### src/rtl/alu_serial_ctrl.sv
// ---------------------------------------------------------------------------
// alu_serial_ctrl
//
// Purpose:
//   Bit-serial WIDTH-bit ALU controller built around a single one-bit ALU
//   slice (alu1bit, defined below in this file). It takes parallel operands
//   and an op code, then feeds the slice one bit per clock, LSB first. The
//   carry is chained through a flop, and the parallel result is assembled in
//   a right-shifting register. This costs WIDTH cycles of latency but needs
//   only one slice.
//
// Optional feature:
//   ALU_SERIAL_OVF_EN - when defined, this adds the ovf output. ovf is the
//   signed overflow for ADD/SUB and is held at 0 for NOR/XOR. When the macro
//   is undefined, neither the port nor its flop exists.
//
// Ports:
//   clk       in   1      clock, all state changes on the rising edge
//   rst       in   1      synchronous reset, active-high
//   in_valid  in   1      operand request valid
//   in_ready  out  1      controller is idle and can accept a request
//   a, b      in   WIDTH  operands
//   op        in   2      00 NOR, 01 XOR, 10 ADD (a+b), 11 SUB (a-b)
//   out_valid out  1      result valid (held until out_ready)
//   out_ready in   1      consumer accepts the result
//   s         out  WIDTH  result
//   cout      out  1      unsigned carry out for ADD/SUB; 0 for NOR/XOR
//   ovf       out  1      signed overflow (only with ALU_SERIAL_OVF_EN)
// ---------------------------------------------------------------------------

// One-bit ALU slice. For SUB, the slice inverts b itself, so the caller only
// has to supply carry-in = 1 on the first bit.
module alu1bit (
  input  logic       a,
  input  logic       b,
  input  logic       cin,
  input  logic [1:0] op,
  output logic       s,
  output logic       cout
);
  logic w_b;

  assign w_b  = (op == 2'b11) ? ~b : b;
  assign cout = (a & w_b) | (cin & (a ^ w_b));

  always_comb begin
    s = 1'b0;
    case (op)
      2'b00:   s = ~(a | b);
      2'b01:   s = a ^ b;
      default: s = a ^ w_b ^ cin;
    endcase
  end
endmodule

module alu_serial_ctrl #(
  parameter int WIDTH = 8,
  parameter int CNT_W = $clog2(WIDTH)
) (
  input  logic             clk,
  input  logic             rst,
  input  logic             in_valid,
  output logic             in_ready,
  input  logic [WIDTH-1:0] a,
  input  logic [WIDTH-1:0] b,
  input  logic [1:0]       op,
  output logic             out_valid,
  input  logic             out_ready,
  output logic [WIDTH-1:0] s,
  output logic             cout
`ifdef ALU_SERIAL_OVF_EN
  ,
  output logic             ovf
`endif
);

  typedef enum logic [1:0] {
    ST_IDLE,
    ST_RUN,
    ST_DONE
  } state_t;

  localparam logic [CNT_W-1:0] LAST_BIT = CNT_W'(WIDTH - 1);

  state_t           r_state;
  state_t           w_state_next;
  logic             w_accept;
  logic             w_last;

  logic [WIDTH-1:0] r_a;
  logic [WIDTH-1:0] r_b;
  logic [WIDTH-1:0] r_res;
  logic [1:0]       r_op;
  logic [CNT_W-1:0] r_cnt;
  logic             r_carry;
  logic             r_cout;
`ifdef ALU_SERIAL_OVF_EN
  logic             r_ovf;
`endif

  logic             w_slice_s;
  logic             w_slice_cout;

  alu1bit u_slice (
    .a    (r_a[0]),
    .b    (r_b[0]),
    .cin  (r_carry),
    .op   (r_op),
    .s    (w_slice_s),
    .cout (w_slice_cout)
  );

  // State register
  always_ff @(posedge clk) begin
    if (rst) begin
      r_state <= ST_IDLE;
    end else begin
      r_state <= w_state_next;
    end
  end

  // Next state and handshake outputs
  always_comb begin
    w_state_next = r_state;
    in_ready     = 1'b0;
    out_valid    = 1'b0;
    w_accept     = 1'b0;
    w_last       = 1'b0;
    case (r_state)
      ST_IDLE: begin
        in_ready = 1'b1;
        if (in_valid) begin
          w_accept     = 1'b1;
          w_state_next = ST_RUN;
        end
      end
      ST_RUN: begin
        w_last = (r_cnt == LAST_BIT);
        if (w_last) begin
          w_state_next = ST_DONE;
        end
      end
      ST_DONE: begin
        out_valid = 1'b1;
        if (out_ready) begin
          w_state_next = ST_IDLE;
        end
      end
      default: w_state_next = ST_IDLE;
    endcase
  end

  // Datapath: operand shifters, carry chain flop, result assembly
  always_ff @(posedge clk) begin
    if (rst) begin
      r_a     <= '0;
      r_b     <= '0;
      r_res   <= '0;
      r_op    <= 2'b00;
      r_cnt   <= '0;
      r_carry <= 1'b0;
      r_cout  <= 1'b0;
`ifdef ALU_SERIAL_OVF_EN
      r_ovf   <= 1'b0;
`endif
    end else if (w_accept) begin
      r_a     <= a;
      r_b     <= b;
      r_op    <= op;
      r_cnt   <= '0;
      // SUB is a + ~b + 1; the +1 enters as the initial carry
      r_carry <= (op == 2'b11);
      r_cout  <= 1'b0;
`ifdef ALU_SERIAL_OVF_EN
      r_ovf   <= 1'b0;
`endif
    end else if (r_state == ST_RUN) begin
      r_res   <= {w_slice_s, r_res[WIDTH-1:1]};
      r_a     <= {1'b0, r_a[WIDTH-1:1]};
      r_b     <= {1'b0, r_b[WIDTH-1:1]};
      r_carry <= w_slice_cout;
      r_cnt   <= r_cnt + CNT_W'(1);
      if (w_last) begin
        r_cout <= r_op[1] & w_slice_cout;
`ifdef ALU_SERIAL_OVF_EN
        // r_carry is the carry into the MSB while the last bit is processed
        r_ovf  <= r_op[1] & (r_carry ^ w_slice_cout);
`endif
      end
    end
  end

  assign s    = r_res;
  assign cout = r_cout;
`ifdef ALU_SERIAL_OVF_EN
  assign ovf  = r_ovf;
`endif

endmodule

### config.mk
export PLATFORM = sky130hd
export DESIGN_NAME = alu_serial_ctrl
export DESIGN_NICKNAME = d
export VERILOG_FILES = /design/src/rtl/alu_serial_ctrl.sv
export SDC_FILE = /design/constraint.sdc
export NUM_CORES = 1
export LEC_CHECK = 0
export ABC_CLOCK_PERIOD_IN_PS = 1800
export CORE_MARGIN = 5
export CORE_UTILIZATION = 49
export CTS_CLUSTER_DIAMETER = 80
export DETAILED_ROUTE_END_ITERATION = 10
export GPL_ROUTABILITY_DRIVEN = 0
export PLACE_DENSITY_LB_ADDON = 0.12
export SYNTH_ARGS = -nofsm -noshare
export SYNTH_HDL_FRONTEND = slang
export SYNTH_SLANG_ARGS = --single-unit
### constraint.sdc
create_clock -name clk -period 1.8 [get_ports clk]
set_input_delay 0.36 -clock clk [delete_from_list [all_inputs] [get_ports clk]]
set_output_delay 0.36 -clock clk [all_outputs]
set_load 0.01 [all_outputs]
==> summary.md, run 1 <==
Outcome
- complete, no violations — run status

Global routing
- 0 — global route total overflow
- 0.162 — GRT Total Usage
- 34 — maximum number of pins on one net before global-route repair
- 0 — initial antenna violation count
- 1251 — number of global-route vias before repair
- 5.38 mm — global-route wire length before repair

Route
- 3 — number of iterations in the first detailed-routing pass
- 0 — DRC violation count after routing
- 3.11 mm — wire length after detailed routing
- 12.9 um — post-DR wirelength/cell
- 1275 — number of vias in the routed layout
- 5.29 — Avg Vias per Cell
- 0 — Routed Antenna Nets
- 62 — Iter 0 DRT Violations

Setup path
- 5 — number of cells traversed by the worst register-to-register path
- r_op[0] — Worst R2R Start
- 11 — Critical Path Fanout Max
- 1.36 ns — data arrival time of the worst path
- flop — startpoint class of the critical path
- 0.09 ns — reg2reg setup slack
- r_state[0] — beginning of the critical path
- 1.44 ns — worst endpoint required time
- flop to output pin — type of the worst setup path
- output pin — Setup crit end kind
- cout — endpoint of the worst-slack reg-to-reg timing path

Clocking
- 0.10 ns — Clk pin slew, worst setup/hold paths
- 5 — CTS Buf Count
- 0 — number of buffers added to fix hold violations after cts
- 33 — Num Clock Sinks
- 2 — Max Buffers Root-to-Sink
- 2 — maximum level of the CTS H-tree
- 4 — PostCTS Resize Cnt
- sky130_fd_sc_hd__clkbuf_4 — root buffer cell
- 0.33 ns — worst-skew pair later-pin latency
- 0 — post-CTS setup-driven buffer insertion count
- yes — CTS tree

STA
- 1.72 ns — final critical-path required period
- 0.0820 ns — PnR worst setup slack
- 0 — Final Max Tran Viols
- 0.557 ns — slew at the pin closest to its max-slew limit
- 0.00612 ns — worst clock skew
- 0 ns — Total Negative Setup Slacks
- 0 — Final Hold Violating Endpoints
- 0 — Final setup violation count
- 0.628 — worst slew margin relative to its limit
- 0.954 — part of the cycle the worst path needs
- 0.582 GHz — highest attainable clock frequency
- no — setup repair after global routing missed its margin

Power and ir drop
- 0.489 — Reg power frac
- 0.160 — combinational share of power
- 399 uW — reported net switching power
- 856 nW/um^2 — power per unit of standard cell area
- 660 uV — Max rail drop VDD
- 0.000698 uW — Leak Pwr
- 1240 uW — cell-internal power
- 0.352 — Clk pwr share
- 0.243 — proportion of total power due to net switching

Worst hold path
- flop to flop — Hold/Removal Path Class
- 2 — Hold Crit Depth
- r_b[2] — end point of the worst hold path
- r_b[3] — critical hold path startpoint

Synth
- 0.443 — post-synthesis sequential area ratio
- 8.53 sq um — average size of a mapped cell
- 175 — Cells after Synth
- 33 — post-synth cell types
- 0 — number of enable flip-flop cells after synthesis
- sky130_fd_sc_hd__dfxtp_1 — predominant post-synthesis flop cell
- 0 — share of flip-flops with an asynchronous set or reset
- 201 — number of nets in the synthesized netlist
- 0 — yosys synthesis warning count
- 1490 sq um — cell area after technology mapping
- 33 — count of state elements after synthesis

Floorplanning
- 20 — standard-cell row count
- 4250 sq um — overall die area
- 33 — I/O pin count
- 2980 sq um — core area
- 0.501 — Starting Density
- 65.2 um — Die Width
- 65.2 um — Die Height

Place
- 32 — number of input and output port buffers inserted
- 2.21 mm — HPWL reported at the end of detailed placement
- 0.0565 ns — worst setup slack before clock tree synthesis

Final layout
- 28.4% — Layout Area Growth over Synthesis
- 0.106 — fraction of layout cells with a size suffix above 1
- 233 — layout net count
- 0 — antenna diode count

Run
- 0 — max cap viols

## logic make-up after synthesis
| kind of cell | count (synthesis) | share of synthesized area |
|---|---|---|
| AO/OA/AOI/OAI | 47 | 0.200 |
| XOR/XNOR | 2 | 0.0117 |
| adder cells (fa/ha/maj) | 4 | 0.0386 |
| buffers and inverters | 18 | 0.0771 |
| flip-flops | 33 | 0.443 |
| multiplexers | 3 | 0.0210 |
| AND/OR/NAND/NOR | 68 | 0.209 |
## synth_stat cells, types with 3 or more instances
| library cell | instances | area [sq um] |
|---|---|---|
| sky130_fd_sc_hd__nor2_1 | 16 | 60.1 |
| sky130_fd_sc_hd__ha_1 | 3 | 37.5 |
| sky130_fd_sc_hd__nand2_1 | 36 | 135 |
| sky130_fd_sc_hd__inv_1 | 5 | 18.8 |
| sky130_fd_sc_hd__dfxtp_1 | 33 | 661 |
| sky130_fd_sc_hd__a211oi_1 | 14 | 105 |
| sky130_fd_sc_hd__buf_6 | 4 | 45.0 |
| sky130_fd_sc_hd__a21oi_1 | 24 | 120 |
| sky130_fd_sc_hd__nor3_1 | 3 | 15.0 |
| sky130_fd_sc_hd__nand2b_1 | 3 | 18.8 |
| sky130_fd_sc_hd__o22ai_1 | 3 | 18.8 |
| sky130_fd_sc_hd__clkbuf_1 | 5 | 18.8 |
## sequential cells by signal, summed over array words and instances, names as in the netlist
| name | count |
|---|---|
| r_cnt | 3 |
| cout | 1 |
| r_b | 8 |
| r_carry | 1 |
| r_state | 2 |
| r_op | 2 |
| s | 8 |
| r_a | 8 |
## per-layer routing
metal | share of wire | GRT usage
met5 | 0 | 0
met4 | 0.024 | 0.0855
met3 | 0.042 | 0.0496
met2 | 0.49 | 0.274
met1 | 0.45 | 0.181
## worst max path at each step
stage                     endpoint  depth (start not counted)
after floorplan               cout                          5
after global placement      r_a[5]                          4
after detailed placement    r_a[5]                          4
after CTS                 in_ready                          2
after global routing          cout                          5
final                     in_ready                          2
## power groups by stage
stage          Clock [uW]  Combinational (uW)  Sequential (uW)
2_1_floorplan           0                 177              811
3_3_place_gp            0                 256              818
3_5_place_dp            0                 262              820
4_1_cts               592                 264              802
5_1_grt               623                 292              808
6_report              577                 262              802
## cell type report
| type | instances | area (sq um) |
|---|---|---|
| inverters | 5 | 18.8 |
| multi-input cells | 124 | 717 |
| clock buffers | 7 | 55.1 |
| fillers | 253 | 1060 |
| clock inverters | 1 | 30.0 |
| flip-flops and latches | 33 | 666 |
| repair buffers | 38 | 389 |
| well taps | 33 | 41.3 |
## critical path, stage by stage, from the launching register on
cell	delay, ns
sky130_fd_sc_hd__dfxtp_2	0.39
sky130_fd_sc_hd__nor2_1	0.10
sky130_fd_sc_hd__clkdlybuf4s50_1	0.54
## cells in the final DEF, fill, tap and decap left out, types with 3 or more instances in the layout
master,Yosys,final
sky130_fd_sc_hd__a211oi_1,14,14
sky130_fd_sc_hd__a21oi_1,24,24
sky130_fd_sc_hd__buf_4,1,4
sky130_fd_sc_hd__clkbuf_4,0,5
sky130_fd_sc_hd__clkdlybuf4s50_1,0,31
sky130_fd_sc_hd__dfxtp_1,33,31
sky130_fd_sc_hd__ha_1,3,3
sky130_fd_sc_hd__inv_1,5,5
sky130_fd_sc_hd__nand2_1,36,36
sky130_fd_sc_hd__nand2b_1,3,3
sky130_fd_sc_hd__nor2_1,16,16
sky130_fd_sc_hd__nor3_1,3,3
sky130_fd_sc_hd__o22ai_1,3,3
## through the flow
| step | hold WS (ns) | util | area (sq um) | std cells | total power (uW) |
|---|---|---|---|---|---|
| 6_report | 0.460 | 0.644 | 1920 | 241 | 1640 |
| 5_1_grt | 0.495 | 0.644 | 1920 | 241 | 1720 |
| 4_1_cts | 0.464 | 0.644 | 1920 | 241 | 1660 |
| 3_5_place_dp | 0.450 | 0.614 | 1830 | 233 | 1080 |
| 3_3_place_gp | 0.443 | 0.614 | 1830 | 233 | 1070 |
| 2_1_floorplan | 0.437 | - | 1490 | 175 | 988 |
Power figures use the tool's default switching activity.
==> run 2, diff against run 1 <==
--- a/config.mk
+++ b/config.mk
@@ -7,7 +7,8 @@
 export LEC_CHECK = 0
 export ABC_CLOCK_PERIOD_IN_PS = 1800
 export CORE_MARGIN = 5
-export CORE_UTILIZATION = 49
+export CORE_UTILIZATION = 38
+export CTS_BUF_LIST = sky130_fd_sc_hd__clkbuf_16
 export CTS_CLUSTER_DIAMETER = 80
 export DETAILED_ROUTE_END_ITERATION = 10
 export GPL_ROUTABILITY_DRIVEN = 0
==> summary.md, run 2 (synthesized netlist as in run 1, its figures left out) <==
STA
- 0.855 — worst slew margin relative to its limit, was 0.628
- 0 — Final Hold Violating Endpoints, unchanged
- 0 — Final setup violation count, unchanged
- 0 — Final Max Tran Viols, unchanged
- 0.605 GHz — highest attainable clock frequency, was 0.582 GHz
- 0.00428 ns — worst clock skew, was 0.00612 ns
- 0.217 ns — slew at the pin closest to its max-slew limit, was 0.557 ns
- 1.65 ns — final critical-path required period, was 1.72 ns
- 0 ns — Total Negative Setup Slacks, unchanged
- no — setup repair after global routing missed its margin, unchanged
- 0.918 — part of the cycle the worst path needs, was 0.954

Clocking
- 0.27 ns — worst-skew pair later-pin latency, was 0.33 ns
- yes — CTS tree, unchanged
- 2 — Max Buffers Root-to-Sink, unchanged
- 33 — Num Clock Sinks, unchanged
- 0 — post-CTS setup-driven buffer insertion count, unchanged
- 0 — PostCTS Resize Cnt, was 4
- 0.05 ns — Clk pin slew, worst setup/hold paths, was 0.10 ns
- 0 — number of buffers added to fix hold violations after cts, unchanged
- sky130_fd_sc_hd__clkbuf_16 — root buffer cell, was sky130_fd_sc_hd__clkbuf_4
- 5 — CTS Buf Count, unchanged
- 2 — maximum level of the CTS H-tree, unchanged

Setup path
- flop to flop — type of the worst setup path, was flop to output pin
- r_op[0] — Worst R2R Start, unchanged
- 5 — number of cells traversed by the worst register-to-register path, unchanged
- flop — startpoint class of the critical path, unchanged
- 1.84 ns — data arrival time of the worst path, was 1.36 ns
- flop — Setup crit end kind, was output pin
- 3 — Critical Path Fanout Max, was 11
- r_op[0] — beginning of the critical path, was r_state[0]
- cout — endpoint of the worst-slack reg-to-reg timing path, unchanged
- 0.15 ns — reg2reg setup slack, was 0.09 ns
- 1.99 ns — worst endpoint required time, was 1.44 ns

Route
- 0 — Routed Antenna Nets, unchanged
- 4 — number of iterations in the first detailed-routing pass, was 3
- 1275 — number of vias in the routed layout, unchanged
- 55 — Iter 0 DRT Violations, was 62
- 4.96 — Avg Vias per Cell, was 5.29
- 12.5 um — post-DR wirelength/cell, was 12.9 um
- 0 — DRC violation count after routing, unchanged
- 3.22 mm — wire length after detailed routing, was 3.11 mm

Floorplanning
- 0.399 — Starting Density, was 0.501
- 22 — standard-cell row count, was 20
- 72.7 um — Die Width, was 65.2 um
- 33 — I/O pin count, unchanged
- 3740 sq um — core area, was 2980 sq um
- 72.7 um — Die Height, was 65.2 um
- 5280 sq um — overall die area, was 4250 sq um

Worst hold path
- r_b[3] — end point of the worst hold path, was r_b[2]
- flop to flop — Hold/Removal Path Class, unchanged
- r_b[4] — critical hold path startpoint, was r_b[3]
- 2 — Hold Crit Depth, unchanged

Global routing
- 0 — initial antenna violation count, unchanged
- 0.230 — global-route met2 utilization, was 0.274
- 0.134 — GRT Total Usage, was 0.162
- 0.0496 — met3 usage in global routing, about the same
- 1274 — number of global-route vias before repair, was 1251
- 0.154 — met1 Track Usage GR, was 0.181
- 34 — maximum number of pins on one net before global-route repair, unchanged
- 0 — global route total overflow, unchanged
- met2 — highest-utilization routing layer at the global route stage, unchanged
- 5.53 mm — global-route wire length before repair, was 5.38 mm

Place
- 2.32 mm — HPWL reported at the end of detailed placement, was 2.21 mm
- 32 — number of input and output port buffers inserted, unchanged

Power and ir drop
- 0.000747 uW — Leak Pwr, was 0.000698 uW
- 918 nW/um^2 — power per unit of standard cell area, was 856 nW/um^2
- 523 uV — Max rail drop VDD, was 660 uV
- 1840 uW — Total Power, was 1640 uW

Final layout
- 0.0957 — fraction of layout cells with a size suffix above 1, was 0.106
- 34.6% — Layout Area Growth over Synthesis, was 28.4%
- 0 — antenna diode count, unchanged
- sky130_fd_sc_hd__nand2_1 — most common library cell in the layout ignoring fill and taps, unchanged
- 36 x sky130_fd_sc_hd__nand2_1, 33 x sky130_fd_sc_hd__dfxtp_1, 31 x sky130_fd_sc_hd__clkdlybuf4s50_1 — commonest cells after routing, fill and taps aside, was 36 x sky130_fd_sc_hd__nand2_1, 31 x sky130_fd_sc_hd__dfxtp_1, 31 x sky130_fd_sc_hd__clkdlybuf4s50_1
- 235 — layout net count, was 233

Outcome
- complete, no violations — run status, unchanged

Run
- 0 — max cap viols, unchanged

## run 2: final cells by class
type	instances	area [sq um]
multi-input cells	124	717
fillers	372	1730
inverters	5	18.8
clock buffers	5	125
clock inverters	2	7.51
flip-flops and latches	33	661
repair buffers	40	420
well taps	48	60.1
## run 2: worst max path at each step
stage	end	cells past startpoint
finish	cout	5
global route	cout	5
CTS	out_valid	2
detailed placement	r_a[6]	4
global placement	r_a[5]	4
floorplan	cout	5
## run 2: report_power, final
part / leakage, uW / total, uW / internal, uW / switching [uW]
clock: 0.0000685 / 766 / 493 / 273
combinational: 0.000408 / 276 / 144 / 132
sequential: 0.000271 / 803 / 777 / 25.7
total: 0.000747 / 1840 / 1410 / 431
## run 2: routing by layer
metal,vias up,routed length [um]
li1,658,-
met1,591,1440
met4,0,42
met3,6,137
met2,20,1600
met5,-,0
## run 2: worst max-delay path, stage by stage, from the launching register on
cell	delay (ns)
sky130_fd_sc_hd__dfxtp_1	0.37
sky130_fd_sc_hd__nand2_1	0.08
sky130_fd_sc_hd__xnor2_1	0.14
sky130_fd_sc_hd__fa_1	0.39
sky130_fd_sc_hd__or3b_1	0.38
sky130_fd_sc_hd__a211oi_1	0.22
## run 2: metrics by stage
stage | hold WS (ns) | cell area, sq um | setup WS, ns | utilization | instances
after global placement | 0.442 | 1870 | 0.116 | 0.501 | 250
after CTS | 0.460 | 2010 | 0.00790 | 0.536 | 257
after detailed placement | 0.451 | 1870 | 0.0608 | 0.501 | 250
final | 0.456 | 2010 | 0.148 | 0.537 | 257
after floorplan | 0.437 | 1490 | 0.233 | - | 175
after global routing | 0.487 | 2010 | 0.0325 | 0.537 | 257
==> run 3, diff against run 2 <==
--- a/config.mk
+++ b/config.mk
@@ -6,7 +6,6 @@
 export NUM_CORES = 1
 export LEC_CHECK = 0
 export ABC_CLOCK_PERIOD_IN_PS = 1800
-export CORE_MARGIN = 5
 export CORE_UTILIZATION = 38
 export CTS_BUF_LIST = sky130_fd_sc_hd__clkbuf_16
 export CTS_CLUSTER_DIAMETER = 80
==> summary.md, run 3 (synthesized netlist as in run 1, its figures left out) <==
Outcome
- complete, no violations — run status, unchanged

Global routing
- 0 — global route total overflow, unchanged
- 5.27 mm — global-route wire length before repair, was 5.53 mm
- 0 — initial antenna violation count, unchanged
- 1230 — number of global-route vias before repair, was 1274
- 34 — maximum number of pins on one net before global-route repair, unchanged
- 0.166 — GRT Total Usage, was 0.134

Floorplanning
- 64.7 um — Die Height, was 72.7 um
- 22 — standard-cell row count, unchanged
- 4180 sq um — overall die area, was 5280 sq um
- 0.402 — Starting Density, was 0.399
- 64.7 um — Die Width, was 72.7 um
- 33 — I/O pin count, unchanged
- 3720 sq um — core area, was 3740 sq um

Clocking
- yes — CTS tree, unchanged
- 2 — Max Buffers Root-to-Sink, unchanged
- 2 — maximum level of the CTS H-tree, unchanged
- 0 — number of buffers added to fix hold violations after cts, unchanged
- 0.27 ns — worst-skew pair later-pin latency, about the same
- 0 — PostCTS Resize Cnt, unchanged
- 5 — CTS Buf Count, unchanged
- 0 — post-CTS setup-driven buffer insertion count, unchanged
- 33 — Num Clock Sinks, unchanged
- sky130_fd_sc_hd__clkbuf_16 — root buffer cell, unchanged
- 0.05 ns — Clk pin slew, worst setup/hold paths, about the same

Route
- 41 — Iter 0 DRT Violations, was 55
- 4 — number of iterations in the first detailed-routing pass, unchanged
- 1303 — number of vias in the routed layout, was 1275
- 11.9 um — post-DR wirelength/cell, was 12.5 um
- 3.07 mm — wire length after detailed routing, was 3.22 mm
- 5.05 — Avg Vias per Cell, was 4.96
- 0 — Routed Antenna Nets, unchanged
- 0 — DRC violation count after routing, unchanged

Place
- 2.11 mm — HPWL reported at the end of detailed placement, was 2.32 mm
- 32 — number of input and output port buffers inserted, unchanged
- 250 — cell total after placement, unchanged
- 0.0872 ns — worst setup slack before clock tree synthesis, was 0.0608 ns

STA
- 0 ns — Total Negative Setup Slacks, unchanged
- 1.72 ns — final critical-path required period, was 1.65 ns
- 0 — Final Max Tran Viols, unchanged
- 0 — Final Hold Violating Endpoints, unchanged
- 0.852 — worst slew margin relative to its limit, was 0.855
- 0 — Final setup violation count, unchanged
- 0.0789 ns — PnR worst setup slack, was 0.148 ns
- no — setup repair after global routing missed its margin, unchanged
- 0.00366 ns — worst clock skew, was 0.00428 ns
- 0.956 — part of the cycle the worst path needs, was 0.918
- 0.581 GHz — highest attainable clock frequency, was 0.605 GHz
- 0.221 ns — slew at the pin closest to its max-slew limit, was 0.217 ns

Final layout
- 33.9% — Layout Area Growth over Synthesis, was 34.6%
- 258 — count of placed standard cells in the final layout, fillers left out, was 257
- 0.0952 — fraction of layout cells with a size suffix above 1, was 0.0957
- 235 — layout net count, unchanged
- sky130_fd_sc_hd__nand2_1 — most common library cell in the layout ignoring fill and taps, unchanged
- 36 x sky130_fd_sc_hd__nand2_1, 33 x sky130_fd_sc_hd__dfxtp_1, 32 x sky130_fd_sc_hd__clkdlybuf4s50_1 — commonest cells after routing, fill and taps aside, was 36 x sky130_fd_sc_hd__nand2_1, 33 x sky130_fd_sc_hd__dfxtp_1, 31 x sky130_fd_sc_hd__clkdlybuf4s50_1
- 0 — antenna diode count, unchanged

Setup path
- buf_4, nor2_1, clkdlybuf4s50_1 — cells along the critical path, was nand2_1, xnor2_1, fa_1, or3b_1, a211oi_1
- 1.36 ns — data arrival time of the worst path, was 1.84 ns
- buffers and inverters — family with the most delay on the worst path, was simple AND/OR/NAND/NOR gates
- r_op[1] — Worst R2R Start, was r_op[0]
- r_state[1] — beginning of the critical path, was r_op[0]
- flop — startpoint class of the critical path, unchanged
- sky130_fd_sc_hd__clkdlybuf4s50_1 — crit path max-delay cell type, was sky130_fd_sc_hd__fa_1
- flop to output pin — type of the worst setup path, was flop to flop
- 1.44 ns — worst endpoint required time, was 1.99 ns
- 2 — WP buf/inv, was 0
- 8 — Critical Path Fanout Max, was 3
- output pin — Setup crit end kind, was flop
- 0.53 ns — largest stage delay on the critical path, was 0.39 ns

Worst hold path
- r_b[6] — critical hold path startpoint, was r_b[4]
- flop to flop — Hold/Removal Path Class, unchanged

Power and ir drop
- 613 uV — Max rail drop VDD, was 523 uV
- 918 nW/um^2 — power per unit of standard cell area, about the same
- 1830 uW — Total Power, was 1840 uW
- 0.000734 uW — Leak Pwr, was 0.000747 uW

Run
- 0 — max cap viols, unchanged

-- run 3: layout make-up --
cell class	instances	area (sq um)
inverters	5	18.8
clock buffers	5	125
clock inverters	3	11.3
flip-flops and latches	33	661
multi-input cells	124	717
fillers	359	1720
well taps	48	60.1
repair buffers	40	405
-- run 3: final timing paths --
path / slack (ns) / cells past startpoint / end
worst max-delay path: 0.08 / 3 / in_ready
worst min register to register: 0.45 / 2 / r_b[5]
worst min-delay path: 0.45 / 2 / r_b[5]
worst max register to register: 0.15 / 5 / cout
-- run 3: through the flow --
step	hold slack [ns]	cell area [sq um]	utilization
global placement	0.443	1860	0.501
floorplan	0.437	1490	-
global route	0.477	2000	0.538
detailed placement	0.449	1860	0.501
CTS	0.455	2000	0.538
finish	0.453	2000	0.538
-- run 3: worst register-to-register path: stages (launching register included) --
cell and delay, ns:
sky130_fd_sc_hd__dfxtp_1 0.38, sky130_fd_sc_hd__nand2_1 0.08, sky130_fd_sc_hd__xnor2_1 0.13, sky130_fd_sc_hd__fa_1 0.38, sky130_fd_sc_hd__or3b_1 0.38, sky130_fd_sc_hd__a211oi_1 0.21
-- run 3: per-layer routing --
metal / global-route usage / share of wire / up-vias
met5: 0 / 0 / -
met4: 0.0917 / 0.011 / 0
met3: 0.0563 / 0.042 / 4
met2: 0.276 / 0.48 / 36
met1: 0.184 / 0.47 / 598
li1: - / - / 665
-- run 3: report_power, final --
group | switching [uW] | total (uW) | internal (uW)
logic | 129 | 269 | 140
clock network | 267 | 762 | 495
registers | 26.7 | 804 | 777
